--- config.mk ---
export PLATFORM = sky130hd
export DESIGN_NAME = mem_port_arbiter
export DESIGN_NICKNAME = d
export VERILOG_FILES = /design/src/rtl/mem_port_arbiter_pkg.sv /design/src/rtl/mem_port_arbiter_prio_sel.sv /design/src/rtl/mem_port_arbiter.sv
export SDC_FILE = /design/constraint.sdc
export NUM_CORES = 1
export LEC_CHECK = 0
export BUFFER_PORTS_ARGS = -buffer_cell sky130_fd_sc_hd__buf_2
export CAP_MARGIN = 20
export CORE_AREA = 2 2 108 110
export CTS_CLUSTER_SIZE = 14
export DETAILED_ROUTE_END_ITERATION = 8
export DIE_AREA = 0 0 110 112
export PLACE_DENSITY = 0.52
export RECOVER_POWER = 25
export SLEW_MARGIN = 5
export SYNTH_ARGS = -nofsm -noshare
export SYNTH_HDL_FRONTEND = slang
export SYNTH_SLANG_ARGS = --single-unit
--- constraint.sdc ---
create_clock -name clk -period 2.45 [get_ports clk]
set_input_delay 0.3675 -clock clk [delete_from_list [all_inputs] [get_ports clk]]
set_output_delay 0.3675 -clock clk [all_outputs]
set_load 0.03 [all_outputs]
--- src/rtl/mem_port_arbiter_pkg.sv ---
`default_nettype none
// ============================================================================
// Package  : mem_port_arbiter_pkg
// Desc     : Shared state/owner codes, counter widths and helpers for the
//            unified-memory port arbiter.
// Revision : 1.0
// ============================================================================
package mem_port_arbiter_pkg;

    localparam logic [0:0] ARB_IDLE = 1'b0;
    localparam logic [0:0] ARB_BUSY = 1'b1;

    localparam logic [0:0] OWN_IF   = 1'b0;
    localparam logic [0:0] OWN_D    = 1'b1;

    // Latency counter holds MEM_LAT up to 4; starvation counter holds up to 15.
    localparam int LAT_W    = 3;
    localparam int STARVE_W = 4;

    function automatic logic [STARVE_W-1:0] starve_inc(
        input logic [STARVE_W-1:0] cnt,
        input logic [STARVE_W-1:0] max
    );
        return (cnt >= max) ? max : cnt + STARVE_W'(1);
    endfunction

endpackage : mem_port_arbiter_pkg
`default_nettype wire

--- src/rtl/mem_port_arbiter_prio_sel.sv ---
`default_nettype none
// ============================================================================
// Module   : mem_port_arbiter_prio_sel
// Desc     : Combinational requester select: data first, fetch once starved.
// Revision : 1.0
// ============================================================================
module mem_port_arbiter_prio_sel
    import mem_port_arbiter_pkg::*;
#(
    parameter int STARVE_MAX = 4
) (
    input  logic                if_req,
    input  logic                d_req,
    input  logic [STARVE_W-1:0] starve_cnt,
    output logic                sel_if,
    output logic                sel_d
);

    localparam logic [STARVE_W-1:0] c_STARVE_MAX = STARVE_W'(STARVE_MAX);

    logic w_starved;

    assign w_starved = (starve_cnt == c_STARVE_MAX);
    assign sel_if    = if_req & (~d_req | w_starved);
    assign sel_d     = d_req & ~sel_if;

endmodule : mem_port_arbiter_prio_sel
`default_nettype wire

--- src/rtl/mem_port_arbiter.sv ---
`default_nettype none
// ============================================================================
// Module   : mem_port_arbiter
// Desc     : Shares one single-port memory between instruction fetch and
//            load/store; one access in flight, response routed to its owner.
// Revision : 1.0
// ============================================================================
module mem_port_arbiter
    import mem_port_arbiter_pkg::*;
#(
    parameter int ADDR_W     = 32,
    parameter int DATA_W     = 32,
    parameter int MEM_LAT    = 1,
    parameter int STARVE_MAX = 4
) (
    input  logic                  clk,
    input  logic                  reset,

    input  logic                  if_req,
    input  logic [ADDR_W-1:0]     if_addr,
    output logic                  if_gnt,
    output logic                  if_rvalid,
    output logic [DATA_W-1:0]     if_rdata,

    input  logic                  d_req,
    input  logic                  d_we,
    input  logic [ADDR_W-1:0]     d_addr,
    input  logic [DATA_W-1:0]     d_wdata,
    input  logic [DATA_W/8-1:0]   d_wstrb,
    output logic                  d_gnt,
    output logic                  d_rvalid,
    output logic [DATA_W-1:0]     d_rdata,

    output logic                  mem_en,
    output logic                  mem_we,
    output logic [ADDR_W-1:0]     mem_addr,
    output logic [DATA_W-1:0]     mem_wdata,
    output logic [DATA_W/8-1:0]   mem_wstrb,
    input  logic [DATA_W-1:0]     mem_rdata
);

    localparam int                  STRB_W     = DATA_W / 8;
    localparam logic [LAT_W-1:0]    c_LAT_INIT = LAT_W'(MEM_LAT);
    localparam logic [LAT_W-1:0]    c_LAT_LAST = LAT_W'(1);
    localparam logic [STARVE_W-1:0] c_STARVE_MAX = STARVE_W'(STARVE_MAX);

    logic [0:0]          r_state;
    logic [LAT_W-1:0]    r_lat_cnt;
    logic [STARVE_W-1:0] r_starve_cnt;
    logic [0:0]          r_owner;
    logic                r_we;

    logic w_resp_cycle;
    logic w_resp;
    logic w_can_issue;
    logic w_sel_if;
    logic w_sel_d;
    logic w_if_issue;
    logic w_d_issue;
    logic w_issue;

    mem_port_arbiter_prio_sel #(
        .STARVE_MAX (STARVE_MAX)
    ) u_prio_sel (
        .if_req     (if_req),
        .d_req      (d_req),
        .starve_cnt (r_starve_cnt),
        .sel_if     (w_sel_if),
        .sel_d      (w_sel_d)
    );

    // The response cycle doubles as an issue slot, giving one access per MEM_LAT.
    assign w_resp_cycle = (r_state == ARB_BUSY) && (r_lat_cnt == c_LAT_LAST);
    assign w_resp       = w_resp_cycle && !reset;
    assign w_can_issue  = !reset && ((r_state == ARB_IDLE) || w_resp_cycle);
    assign w_if_issue   = w_can_issue & w_sel_if;
    assign w_d_issue    = w_can_issue & w_sel_d;
    assign w_issue      = w_if_issue | w_d_issue;

    assign if_gnt    = w_if_issue;
    assign d_gnt     = w_d_issue;

    assign mem_en    = w_issue;
    assign mem_we    = w_d_issue & d_we;
    assign mem_addr  = w_d_issue  ? d_addr  :
                       w_if_issue ? if_addr : {ADDR_W{1'b0}};
    assign mem_wdata = w_d_issue  ? d_wdata : {DATA_W{1'b0}};
    assign mem_wstrb = w_d_issue  ? d_wstrb : {STRB_W{1'b0}};

    assign if_rvalid = w_resp & (r_owner == OWN_IF);
    assign d_rvalid  = w_resp & (r_owner == OWN_D);
    assign if_rdata  = if_rvalid ? mem_rdata : {DATA_W{1'b0}};
    assign d_rdata   = (d_rvalid & ~r_we) ? mem_rdata : {DATA_W{1'b0}};

    always_ff @(posedge clk) begin
        if (reset) begin
            r_state   <= ARB_IDLE;
            r_lat_cnt <= '0;
            r_owner   <= OWN_IF;
            r_we      <= 1'b0;
        end else if (w_issue) begin
            r_state   <= ARB_BUSY;
            r_lat_cnt <= c_LAT_INIT;
            r_owner   <= w_d_issue ? OWN_D : OWN_IF;
            r_we      <= w_d_issue & d_we;
        end else begin
            case (r_state)
                ARB_BUSY: begin
                    if (r_lat_cnt == c_LAT_LAST) begin
                        r_state   <= ARB_IDLE;
                        r_lat_cnt <= '0;
                    end else begin
                        r_lat_cnt <= r_lat_cnt - c_LAT_LAST;
                    end
                end
                default: begin
                    r_state   <= ARB_IDLE;
                    r_lat_cnt <= '0;
                end
            endcase
        end
    end

    // Counts data grants that jumped a waiting fetch; a fetch grant or idle fetch resets it.
    always_ff @(posedge clk) begin
        if (reset || !if_req || w_if_issue) begin
            r_starve_cnt <= '0;
        end else if (w_d_issue) begin
            r_starve_cnt <= starve_inc(r_starve_cnt, c_STARVE_MAX);
        end
    end

endmodule : mem_port_arbiter
`default_nettype wire
Yosys cells after proc, flatten, opt, wreduce, memory -nomap -nowiden

Index checks and enable logic that the tools add are counted.

Output and inout bits: 138
Word-level logic and storage cells: 49
Register bits after elaboration: 10
Bits of input ports: 137

$add $sub $neg: 2
Reductions and logical operators: 9
Equality and inequality tests: 2
Muxes and demuxes: 14
Bitwise gates (word level): 15
Order comparisons: 1

Operators by type and width:

| cell                  | count |
|---|---|
| $mux W32              | 5 |
| $and A1 B1 Y1         | 8 |
| $mux W4               | 2 |
| $mux W1               | 7 |
| $not A1 Y1            | 5 |
| $add A4 B1 Y4 const B | 1 |
| $eq A4 B3 Y1 const B  | 1 |
| $ge A4 B3 Y1 const B  | 1 |
| $reduce_or A4 Y1      | 1 |
| $eq A3 B1 Y1 const B  | 1 |
| $logic_and A1 B1 Y1   | 3 |
| $logic_or A1 B1 Y1    | 3 |
| $sub A3 B1 Y3 const B | 1 |
| $logic_not A1 Y1      | 2 |
| $or A1 B1 Y1          | 2 |

Depth between registers and ports, before layout

Gate-level depths: netlist of the first run.

Depth after elaboration: 8
Mapped depth: 8

Modules after synthesis

From an unflattened synthesis of the first run, not the netlist that was laid out.

Cells, all modules: 211
Area, all modules: 1562.7 um^2

By module, submodules not included:

| module                    | cells each | area an instance (um^2) | times used |
|---|---|---|---|
| mem_port_arbiter          | 207        | 1536.5                  | 1 |
| mem_port_arbiter_prio_sel | 4          | 26.3                    | 1 |

Worst setup path before layout of the first run

Ideal clock, no wire load.

Path kind: reg2out
Start: register r_lat_cnt[1]
End: output d_rdata[0]
Path slack: -0.009 ns
Cell stages (with the launch flop): 8
Data arrival time: 2.092 ns
Path buffers: 1
Cell sequence: dfxtp_1 -> inv_1 -> ha_1 -> nand2b_2 -> nor4b_2 -> and2b_1 -> clkbuf_1 -> and2_1

Cells in the longest elaborated chain, start to end: 6

RTL lines:

| what                     | line                    | RTL |
|---|---|---|
| start: declaration       | mem_port_arbiter.sv:48  | `logic [LAT_W-1:0] r_lat_cnt;` |
| start signal: assignment | mem_port_arbiter.sv:103 | `r_lat_cnt <= c_LAT_INIT;` |
| start signal: assignment | mem_port_arbiter.sv:113 | `r_lat_cnt <= r_lat_cnt - c_LAT_LAST;` |
| $eq A3 B1 Y1             | mem_port_arbiter.sv:73  | `assign w_resp_cycle = (r_state == ARB_BUSY) && (r_lat_cnt == c_LAT_LAST);` |
| $logic_and A1 B1 Y1      | mem_port_arbiter.sv:73  |  |
| $logic_and A1 B1 Y1      | mem_port_arbiter.sv:74  | `assign w_resp = w_resp_cycle && !reset;` |
| $and A1 B1 Y1            | mem_port_arbiter.sv:91  | `assign d_rvalid = w_resp & (r_owner == OWN_D);` |
| net d_rvalid             | mem_port_arbiter.sv:31  | `output logic d_rvalid,` |
| $and A1 B1 Y1            | mem_port_arbiter.sv:93  | `assign d_rdata = (d_rvalid & ~r_we) ? mem_rdata : {DATA_W{1'b0}};` |
| $mux W32                 | mem_port_arbiter.sv:93  |  |
| end: declaration         | mem_port_arbiter.sv:32  | `output logic [DATA_W-1:0] d_rdata,` |

The timed path passes the listed nets, and every way through them passes these cells.

Worst setup path after layout of the first run

Start: register r_starve_cnt[0]
End: output mem_addr[30]

Cells in the longest elaborated chain, start to end: 7
Elaborated cells on any way between the ends: 9
Those cells by class: eq/ne: 1; mux: 2; bitwise: 6

RTL lines:

| what                     | line                            | RTL |
|---|---|---|
| start: declaration       | mem_port_arbiter.sv:49          | `logic [STARVE_W-1:0] r_starve_cnt;` |
| start signal: assignment | mem_port_arbiter.sv:129         | `r_starve_cnt <= starve_inc(r_starve_cnt, c_STARVE_MAX);` |
| $eq A4 B3 Y1 (*)         | mem_port_arbiter_prio_sel.sv:23 | `assign w_starved = (starve_cnt == c_STARVE_MAX);` |
| $or A1 B1 Y1 (*)         | mem_port_arbiter_prio_sel.sv:24 | `assign sel_if = if_req & (~d_req \| w_starved);` |
| $and A1 B1 Y1 (*)        | mem_port_arbiter_prio_sel.sv:24 |  |
| $not A1 Y1               | mem_port_arbiter_prio_sel.sv:25 | `assign sel_d = d_req & ~sel_if;` |
| $and A1 B1 Y1            | mem_port_arbiter_prio_sel.sv:25 |  |
| $and A1 B1 Y1            | mem_port_arbiter.sv:77          | `assign w_d_issue = w_can_issue & w_sel_d;` |
| $mux W32 (*)             | mem_port_arbiter.sv:85          | `assign mem_addr = w_d_issue ? d_addr :` |
| end: declaration         | mem_port_arbiter.sv:36          | `output logic [ADDR_W-1:0] mem_addr,` |

Mark *: on every way between the ends. The rest lies on a longest branch, timed or not.

==> results of run 1 <==
[registers in the layout (all words and copies together) (netlist names)]
signal / cells
r_we: 1
r_owner: 1
r_lat_cnt: 3
r_starve_cnt: 4
r_state: 1
[power by group through the flow]
stage | clock network (uW) | logic, uW | registers, uW
finish | 322 | 941 | 197
global route | 340 | 1000 | 199
CTS | 332 | 800 | 196
detailed placement | 0 | 746 | 198
global placement | 0 | 743 | 198
floorplan | 0 | 481 | 194
[cell usage in the layout, fill, tap and decap left out, types with 2 or more instances in the layout]
master and instances:
sky130_fd_sc_hd__a21oi_1 5, sky130_fd_sc_hd__a22o_1 32, sky130_fd_sc_hd__and2_1 88, sky130_fd_sc_hd__and2_4 14
sky130_fd_sc_hd__buf_12 4, sky130_fd_sc_hd__buf_16 2, sky130_fd_sc_hd__buf_2 241, sky130_fd_sc_hd__buf_4 5
sky130_fd_sc_hd__buf_6 28, sky130_fd_sc_hd__clkbuf_16 7, sky130_fd_sc_hd__clkbuf_4 8, sky130_fd_sc_hd__dfxtp_1 8
sky130_fd_sc_hd__dfxtp_2 2, sky130_fd_sc_hd__ha_1 2, sky130_fd_sc_hd__inv_1 6, sky130_fd_sc_hd__inv_2 3
sky130_fd_sc_hd__nand2_1 2, sky130_fd_sc_hd__nor2_1 6, sky130_fd_sc_hd__nor3_1 4
[routing by layer]
metal	vias up	part of all wire
met5	-	0
met4	0	0.0086
met3	11	0.043
met2	81	0.52
met1	1195	0.43
li1	1259	-
[through the flow]
stage                     hold slack [ns]  cells  TNS [ns]
final                               0.404    631         0
after global routing                0.452    631    -0.393
after CTS                           0.404    619         0
after detailed placement            0.477    612         0
after global placement              0.472    612         0
after floorplan                     0.452    210         0
[worst paths after layout]
| path | from | end | slack (ns) | cells after the start |
|---|---|---|---|---|
| max | r_starve_cnt[0] | mem_addr[30] | 0.02 | 9 |
| min | d_we | r_we | 0.40 | 3 |
| max reg2reg | r_starve_cnt[0] | r_starve_cnt[0] | 0.54 | 9 |
| min reg2reg | r_starve_cnt[1] | r_starve_cnt[1] | 0.49 | 2 |
[final cells by class]
cell class | count | area [um2] | area share
clock buffer | 4 | 88.8 | 0.0243
inverter | 9 | 33.8 | 0.00924
multi-input combinational | 172 | 1280 | 0.351
sequential | 10 | 203 | 0.0554
tap | 143 | 179 | 0.0489
timing repair buffer | 293 | 1870 | 0.511
[cells by family (layout without fill, tap and decap cells)]
| logic type | count (synthesis) | after routing | share of synthesized area |
|---|---|---|---|
| AOI/OAI and AO/OA | 43 | 43 | 0.240 |
| and+or+nand+nor | 124 | 124 | 0.507 |
| adders and majority gates | 4 | 4 | 0.0326 |
| buffers and inverters | 28 | 306 | 0.0840 |
| DFF | 10 | 10 | 0.131 |
| muxes | 1 | 1 | 0.00653 |
[repair_timing]
action / 4_1_cts / 5_1_grt
cloned: 2 / 9
endpoints found under the setup margin: 69 / 69
resized for setup: 23 / 71
hold buffers: 0 / 0
pin swaps: 2 / 16
buffers inserted: 1 / 3
hold endpoints to repair: 0 / 0
[critical path: stages, from the launching register on]
cell and delay, ns:
sky130_fd_sc_hd__dfxtp_2 0.35, sky130_fd_sc_hd__inv_2 0.05, sky130_fd_sc_hd__ha_4 0.15, sky130_fd_sc_hd__and4b_1 0.19
sky130_fd_sc_hd__a2111oi_4 0.31, sky130_fd_sc_hd__buf_4 0.19, sky130_fd_sc_hd__buf_8 0.14, sky130_fd_sc_hd__clkbuf_16 0.16
sky130_fd_sc_hd__a22o_1 0.14, sky130_fd_sc_hd__buf_6 0.13
==> impl_summary.log, run 1 <==
[metrics] most area-consuming cells after synthesis: sky130_fd_sc_hd__and2_1, sky130_fd_sc_hd__a22o_1, sky130_fd_sc_hd__dfxtp_1
[metrics] synthesized netlist cell count: 210
[metrics] global router's overall resource usage: 0.120
[metrics] slack of the critical path: 0.0168 ns
[metrics] pin slew with the least headroom to its limit: 0.297 ns
[metrics] buffer depth of the longest clock path: 2
[metrics] number of port buffers: 274
[metrics] routability cong.: 0.841
[metrics] maximum number of pins on one net before global-route repair: 39
[metrics] global-route congestion overflow total: 0
[metrics] Initial Utilization: 0.137
[metrics] clock latency at the later pin of the worst-skew pair: 0.24 ns
[metrics] width of the chip: 110 um
[metrics] count of flip-flops with a built-in enable after synthesis: 0
[metrics] 1st-pass router iterations: 4
[metrics] fraction of met3 tracks used by global routing: 0.0123
[metrics] Internal Power: 837 uW
[metrics] setup-violating endpoint count in the final report: 0
[metrics] Slew HR: 0.802
[metrics] share of total power in combinational logic: 0.644
[metrics] Main synth FF type: sky130_fd_sc_hd__dfxtp_1
[metrics] placed cell areas: 0.00307 mm2
[metrics] wire length of the first global-routing pass: 11600 um
[metrics] portion of total power attributed to sequential cells: 0.135
[metrics] library cells used by synthesis: 29
[metrics] H-Tree Depth: 1
[metrics] met1 track demand over resource in global routing: 0.168
[metrics] Final Critical Period: 2.43 ns
[metrics] maximum clock frequency: 411 MHz
[metrics] die area: 0.0123 mm2
[metrics] switching share of power: 0.427
[metrics] CP Max Fanout: 5
[metrics] clock edge transition at the registers on the reported setup and hold paths: 0.04 ns
[metrics] Critical Path RT: 2.08 ns
[metrics] fraction of the cycle the final worst path needs: 0.993
[metrics] synthesized net count: 351
[metrics] Pleak: 0.00214 uW
[metrics] number of CTS-inserted buffers: 3
[metrics] net count reported at finish: 630
[metrics] crit start category: register
[metrics] portion of the post-synthesis area used by sequential elements: 0.131
[metrics] Final Max Slew Viols: 0
[metrics] busiest layer in global routing: met2
[metrics] PnR Total Power: 1460 uW
[metrics] vias in the first global route: 2228
[metrics] proportion of netlist area held by the largest area contributor: 0.416
[metrics] drc violations: 0
[metrics] switching power total: 624 uW
[metrics] core footprint: 0.0112 mm2
[metrics] PwrDens: 399 mW/mm2
[metrics] Arrival @ worst endpoint: 2.07 ns
[metrics] DRC marker count from the first detailed-route iteration: 96
[metrics] clk root buf: sky130_fd_sc_hd__clkbuf_16
[metrics] Fin. Hold Viols: 0
[metrics] final routed wire length divided by cell count: 15.2 um
[metrics] area growth from synthesis to layout: 138%
[metrics] DPL Wire Length: 6580 um
[metrics] worst IR drop on VDD: 0.000273 V
[metrics] Final Core Density: 0.327
[metrics] post-place setup slack: 0.152 ns
[metrics] average footprint of a synthesized cell: 7.30 um2
[metrics] share of flip-flops with an asynchronous set or reset after synthesis: 0
[metrics] max cap viols: 0
[metrics] Yosys reg bits: 10
[metrics] critical path capture point type: output port
[metrics] fill cell total of the finished layout: 1196
[metrics] antenna violations before repair: 0
[metrics] area of all placed cells without fillers: 0.00366 mm2
[metrics] Synth Cell Area: 0.00153 mm2
[metrics] result of the run: completed
[metrics] Layout Skew: 0.00324 ns
[metrics] power share of the clock group: 0.221
[metrics] CTS tree: yes
[metrics] setup repair after global routing missed its margin: true
[metrics] clock sink count: 10
[metrics] I/O pin count: 275
[metrics] standard-cell rows: 39
[metrics] layout cell share with drive strength beyond 1: 0.664
[metrics] number of warnings printed during yosys synthesis: 0
[metrics] count leader, synth: sky130_fd_sc_hd__and2_1
[metrics] count of inserted antenna diode cells: 0
[metrics] total via count in the routed design: 2546
[metrics] die extent in y: 112 um
[metrics] number of nets with antenna violations after detailed routing: 0
[metrics] total detailed-routing wirelength: 9610 um
[metrics] vias per std cell: 4.03
[metrics] Commonest cells post-synth: sky130_fd_sc_hd__and2_1, sky130_fd_sc_hd__a22o_1, sky130_fd_sc_hd__dfxtp_1
[metrics] leading area contributor after synthesis: sky130_fd_sc_hd__and2_1
[metrics] Hold WC Path Type: primary input to register
[metrics] category of the critical setup timing path: register to output port
[metrics] global routing usage on met2: 0.199
No activity file was read; power rests on OpenSTA's default activity.
==> run 2: changes to the inputs <==
--- a/config.mk
+++ b/config.mk
@@ -5,7 +5,7 @@
 export SDC_FILE = /design/constraint.sdc
 export NUM_CORES = 1
 export LEC_CHECK = 0
-export BUFFER_PORTS_ARGS = -buffer_cell sky130_fd_sc_hd__buf_2
+export BUFFER_PORTS_ARGS = -buffer_cell sky130_fd_sc_hd__buf_4
 export CAP_MARGIN = 20
 export CORE_AREA = 2 2 108 110
 export CTS_CLUSTER_SIZE = 14
==> run 2 against run 1 <==
Net effect: routed wire length is 1.4% lower; critical path depth decreased by 4; via count is 2.3% lower; global-route usage rose by 1.3 points; core utilization increased by 2.8 points; sequential share of layout area is 0.44 points lower; fmax rose by 4.1%; die area is the same; combinational power up 0.5%; clock-buffer cell count unchanged; sequential power barely moved; design area up 8.5%; critical path type unchanged.
==> impl_summary.log, run 2 (synthesis results as in run 1) <==
[metrics] CTS tree: yes
[metrics] commonest non-fill, non-tap cell in the layout: sky130_fd_sc_hd__buf_4
[metrics] number of CTS-inserted buffers: 3
[metrics] buffer depth of the longest clock path: 2
[metrics] PwrDens: 370 mW/mm2
[metrics] Final Core Density: 0.355
[metrics] slack of the critical path: 0.112 ns
[metrics] PnR Total Power: 1470 uW
[metrics] clock sink count: 10
[metrics] CP Launch Point: r_state
[metrics] DPL Wire Length: 7410 um
[metrics] number of nets with antenna violations after detailed routing: 0
[metrics] max cap viols: 0
[metrics] net count reported at finish: 621
[metrics] H-Tree Depth: 1
[metrics] R2R Path Start: r_starve_cnt[0]
[metrics] Pleak: 0.00213 uW
[metrics] source of the worst hold timing path: d_we
[metrics] maximum clock frequency: 428 MHz
[metrics] Hold WC Path Type: primary input to register
[metrics] fraction of the cycle the final worst path needs: 0.954
[metrics] critical path capture point type: output port
[metrics] vias per std cell: 4.00
[metrics] global router's overall resource usage: 0.133
[metrics] post-place setup slack: 0.148 ns
[metrics] R2R Setup Slk: 0.71 ns
[metrics] Fin. Hold Viols: 0
[metrics] Critical Path RT: 2.08 ns
[metrics] pin slew with the least headroom to its limit: 0.549 ns
[metrics] CP Max Fanout: 33
[metrics] registers with the highest flip-flop counts: r_starve_cnt x4, r_lat_cnt x3
[metrics] endpoint with the worst hold slack: r_we
[metrics] wire length of the first global-routing pass: 12800 um
[metrics] worst flop-to-flop path endpoint: r_starve_cnt[0]
[metrics] die extent in y: 112 um
[metrics] drc violations: 0
[metrics] worst IR drop on VDD: 0.000417 V
[metrics] fill cell total of the finished layout: 1179
[metrics] layout cell share with drive strength beyond 1: 0.620
[metrics] Final Critical Period: 2.34 ns
[metrics] count of inserted antenna diode cells: 0
[metrics] setup-violating endpoint count in the final report: 0
[metrics] total negative slack for setup checks: 0 ns
[metrics] clock latency at the later pin of the worst-skew pair: 0.23 ns
[metrics] largest register by flop count: r_starve_cnt
[metrics] total detailed-routing wirelength: 9470 um
[metrics] maximum number of pins on one net before global-route repair: 39
[metrics] vias in the first global route: 2281
[metrics] number of port buffers: 274
[metrics] Initial Utilization: 0.137
[metrics] Layout Skew: 0.00130 ns
[metrics] Final Max Slew Viols: 0
[metrics] width of the chip: 110 um
[metrics] core footprint: 0.0112 mm2
[metrics] die area: 0.0123 mm2
[metrics] routability cong.: 0.886
[metrics] clock edge transition at the registers on the reported setup and hold paths: 0.04 ns
[metrics] max reg flops: 4
[metrics] placed cell areas: 0.00375 mm2
[metrics] leading cell types in the layout, fill and taps excluded: sky130_fd_sc_hd__buf_4, sky130_fd_sc_hd__and2_1, sky130_fd_sc_hd__a22o_1
[metrics] area of all placed cells without fillers: 0.00397 mm2
[metrics] global-route congestion overflow total: 0
[metrics] result of the run: completed
[metrics] Slew HR: 0.634
[metrics] setup repair after global routing missed its margin: false
[metrics] area growth from synthesis to layout: 159%
[metrics] I/O pin count: 275
[metrics] total via count in the routed design: 2488
[metrics] number of cells on the worst hold path: 3
[metrics] 1st-pass router iterations: 4
[metrics] antenna violations before repair: 0
[metrics] DRC marker count from the first detailed-route iteration: 100
[metrics] crit start category: register
[metrics] # hold bufs at CTS: 0
[metrics] clk root buf: sky130_fd_sc_hd__clkbuf_16
[metrics] category of the critical setup timing path: register to output port
[metrics] worst-case reg-to-reg path depth: 8
[metrics] final routed wire length divided by cell count: 15.2 um
[metrics] standard-cell rows: 39
[metrics] Arrival @ worst endpoint: 1.97 ns
run 2: repair_timing:
item / CTS / global route
gates resized for setup: 4 / 12
buffers inserted: 1 / 1
pin swaps: 1 / 1
endpoints found under the setup margin: 69 / 57
gates cloned: 2 / 2
run 2: layer usage:
metal	global-route usage	up-vias	routed length [um]	share of wire
met5	0	-	0	0
met4	0.0110	0	34	0.0036
met3	0.0205	4	521	0.055
met2	0.233	78	5070	0.53
met1	0.176	1160	3850	0.41
li1	-	1246	-	-
run 2: cell type report:
class / instances / area (um2) / share of cell area
well taps: 143 / 179 / 0.0451
inverters: 9 / 33.8 / 0.00851
repair buffers: 284 / 2220 / 0.558
flip-flops and latches: 10 / 203 / 0.0511
multi-input cells: 172 / 1250 / 0.315
clock buffers: 4 / 88.8 / 0.0224
run 2: worst max-delay path by stage:
stage | endpoint | slack [ns] | cells past startpoint
floorplan | mem_wdata[27] | 0.11 | 6
global placement | mem_addr[31] | 0.16 | 7
detailed placement | mem_addr[31] | 0.15 | 7
CTS | mem_addr[31] | 0.004 | 8
global route | mem_addr[31] | 0.01 | 8
finish | if_rdata[19] | 0.11 | 5
run 2: power by group:
part	switching (uW)	internal (uW)	total (uW)	leakage, uW
sequential	18.4	181	199	0.0000824
clock	76.3	245	322	0.0000442
combinational	506	440	946	0.00200
total	600	867	1470	0.00213
run 2: critical path, cell delays in order (launching register included):
cell,delay (ns)
sky130_fd_sc_hd__dfxtp_1,0.44
sky130_fd_sc_hd__inv_1,0.18
sky130_fd_sc_hd__nor4_4,0.22
sky130_fd_sc_hd__clkbuf_2,0.49
sky130_fd_sc_hd__and2_1,0.19
sky130_fd_sc_hd__buf_2,0.20
run 2: per-stage QoR:
stage	cells	hold WS, ns
after global routing	622	0.408
after CTS	619	0.398
after detailed placement	612	0.485
after global placement	612	0.473
after floorplan	210	0.452
final	622	0.395
==> run 3: changes to the inputs <==
--- a/config.mk
+++ b/config.mk
@@ -7,12 +7,15 @@
 export LEC_CHECK = 0
 export BUFFER_PORTS_ARGS = -buffer_cell sky130_fd_sc_hd__buf_4
 export CAP_MARGIN = 20
+export CELL_PAD_IN_SITES_DETAIL_PLACEMENT = 1
+export CELL_PAD_IN_SITES_GLOBAL_PLACEMENT = 1
 export CORE_AREA = 2 2 108 110
 export CTS_CLUSTER_SIZE = 14
 export DETAILED_ROUTE_END_ITERATION = 8
 export DIE_AREA = 0 0 110 112
-export PLACE_DENSITY = 0.52
+export PLACE_DENSITY = 0.81
 export RECOVER_POWER = 25
+export SETUP_SLACK_MARGIN = 0.15
 export SLEW_MARGIN = 5
 export SYNTH_ARGS = -nofsm -noshare
 export SYNTH_HDL_FRONTEND = slang
==> run 3 against run 2 <==
Net effect: clock skew grew 0.0015 ns; design area grew 19%; register-to-register slack got worse by 0.03 ns; sequential share of layout area down 0.80 points; via count is 9.6% higher; critical path depth grew 5; worst hold slack lost 0.00094 ns; die area unchanged; non-clock buffer count is 21 higher; fmax shrank 1.6%; global-route usage increased by 3.8 points; first-iteration DRC count is 2.0% higher; critical endpoint is now d_rdata[20].
==> impl_summary.log, run 3 (synthesis results as in run 1) <==
[metrics] result of the run: completed
[metrics] Critical Path RT: 2.08 ns
[metrics] I/O pin count: 275
[metrics] DPL Wire Length: 8040 um
[metrics] global-route congestion overflow total: 0
[metrics] worst-path cell chain: inv_2 > ha_4 > nand2b_4 > buf_6 > nor4b_4 > and2b_2 > buf_6 > buf_16 > and2_4 > buf_6
[metrics] largest register by flop count: r_starve_cnt
[metrics] vias in the first global route: 2972
[metrics] total via count in the routed design: 2726
[metrics] count of inserted antenna diode cells: 0
[metrics] wire length of the first global-routing pass: 16200 um
[metrics] Slew HR: 0.809
[metrics] 1st-pass router iterations: 4
[metrics] kind of cell adding the most delay to the critical path: simple AND/OR/NAND/NOR gates
[metrics] maximum clock frequency: 421 MHz
[metrics] clock latency at the later pin of the worst-skew pair: 0.24 ns
[metrics] power share of the clock group: 0.190
[metrics] registers with the highest flip-flop counts: r_starve_cnt x4, r_lat_cnt x3
[metrics] category of the critical setup timing path: register to output port
[metrics] crit start category: register
[metrics] maximum number of pins on one net before global-route repair: 34
[metrics] placed cell areas: 0.00376 mm2
[metrics] antenna violations before repair: 0
[metrics] M1 wire length: 4310 um
[metrics] total negative slack for setup checks: 0 ns
[metrics] routability cong.: 0.807
[metrics] Hold WC Path Type: primary input to register
[metrics] total stage count of the critical path: 10
[metrics] Initial Utilization: 0.137
[metrics] CP Max Fanout: 8
[metrics] Detail Route met2 WL: 6580 um
[metrics] Fin. Hold Viols: 0
[metrics] max cap viols: 0
[metrics] WL met3: 544 um
[metrics] number of cells on the worst hold path: 3
[metrics] vias per std cell: 4.24
[metrics] setup repair after global routing missed its margin: true
[metrics] library cell contributing the largest single delay on the critical path: sky130_fd_sc_hd__dfxtp_1
[metrics] standard-cell rows: 39
[metrics] highest metal layer with signal wires: met4
[metrics] total detailed-routing wirelength: 11600 um
[metrics] fraction of the cycle the final worst path needs: 0.969
[metrics] Final Critical Period: 2.37 ns
[metrics] die extent in y: 112 um
[metrics] Arrival @ worst endpoint: 2.01 ns
[metrics] drc violations: 0
[metrics] CP peak stage delay: 0.31 ns
[metrics] clk root buf: sky130_fd_sc_hd__clkbuf_16
[metrics] cell with the most instances on the worst path: sky130_fd_sc_hd__buf_6
[metrics] portion of total power attributed to sequential cells: 0.117
[metrics] post-place setup slack: 0.139 ns
[metrics] max reg flops: 4
[metrics] die area: 0.0123 mm2
[metrics] worst-case reg-to-reg path depth: 8
[metrics] H-Tree Depth: 1
[metrics] PwrDens: 361 mW/mm2
[metrics] pin slew with the least headroom to its limit: 0.287 ns
[metrics] final routed wire length divided by cell count: 18.0 um
[metrics] width of the chip: 110 um
[metrics] switching share of power: 0.394
[metrics] switching power total: 673 uW
[metrics] share of total power in combinational logic: 0.693
[metrics] number of CTS-inserted buffers: 3
[metrics] DRC marker count from the first detailed-route iteration: 102
[metrics] global router's overall resource usage: 0.171
[metrics] slack of the critical path: 0.0751 ns
[metrics] critical path capture point type: output port
[metrics] number of nets with antenna violations after detailed routing: 0
[metrics] leading cell types in the layout, fill and taps excluded: sky130_fd_sc_hd__buf_4, sky130_fd_sc_hd__buf_6, sky130_fd_sc_hd__and2_1
[metrics] Pleak: 0.00244 uW
[metrics] Final Max Slew Viols: 0
[metrics] total buffers and inverters traversed by the critical path: 5
[metrics] area of all placed cells without fillers: 0.00473 mm2
[metrics] clock sink count: 10
[metrics] Layout Skew: 0.00285 ns
[metrics] number of port buffers: 274
[metrics] CTS tree: yes
[metrics] area growth from synthesis to layout: 208%
[metrics] net count reported at finish: 642
[metrics] clock edge transition at the registers on the reported setup and hold paths: 0.04 ns
[metrics] worst IR drop on VDD: 0.000227 V
[metrics] commonest non-fill, non-tap cell in the layout: sky130_fd_sc_hd__buf_4
[metrics] layout cell share with drive strength beyond 1: 0.714
[metrics] setup-violating endpoint count in the final report: 0
[metrics] buffer depth of the longest clock path: 2
[metrics] Internal Power: 1040 uW
[metrics] core footprint: 0.0112 mm2
## run 3: cell types whose count changed in the layout (fill, tap and decap cells not counted), sizes merged
cell | before | now
clkbuf | 17 | 7
bufbuf | 0 | 1
buf | 271 | 301
## run 3: area by class of cell
type / instances / area [um2]
Sequential cell: 10 / 204
Timing Repair Buffer: 305 / 2880
Clock buffer: 4 / 88.8
Tap cell: 143 / 179
Inverter: 9 / 33.8
Fill cell: 1315 / 6440
Multi-Input combinational cell: 172 / 1350
## run 3: final timing paths
kind,start,endpoint,slack (ns)
min reg2reg,r_we,r_we,0.49
min,d_we,r_we,0.39
max,r_lat_cnt[1],d_rdata[20],0.08
max reg2reg,r_lat_cnt[1],r_starve_cnt[0],0.68
## run 3: per-stage QoR
stage	total power (uW)	instances	utilization	hold slack, ns
6_report	1710	643	0.423	0.394
5_1_grt	1790	643	0.423	0.408
4_1_cts	1670	637	0.411	0.396
3_5_place_dp	1100	612	0.336	0.486
3_3_place_gp	1070	612	0.336	0.469
2_1_floorplan	676	210	-	0.452
## run 3: power groups by stage
stage               Combinational (uW)  Sequential, uW  Clock (uW)
floorplan                          482             194           0
global placement                   878             197           0
detailed placement                 902             199           0
CTS                               1140             199         331
global route                      1240             202         342
finish                            1180             200         324
## run 3: repair_timing
action | 4_1_cts | 5_1_grt
gates resized for setup | 117 | 12
setup buffers | 13 | 2
hold buffers | 0 | 0
endpoints found under the setup margin | 103 | 133
gates cloned | 8 | 4
pin swaps | 18 | 35
## run 3: worst min-delay path, cell delays in order
cell                      delay, ns
sky130_fd_sc_hd__buf_4         0.09
sky130_fd_sc_hd__a22oi_1       0.07
sky130_fd_sc_hd__nor2_1        0.07
## run 3: metal layers
metal / track usage / up-vias
met5: 0 / -
met3: 0.0211 / 15
met4: 0.0295 / 0
met1: 0.191 / 1313
li1: - / 1289
met2: 0.339 / 109
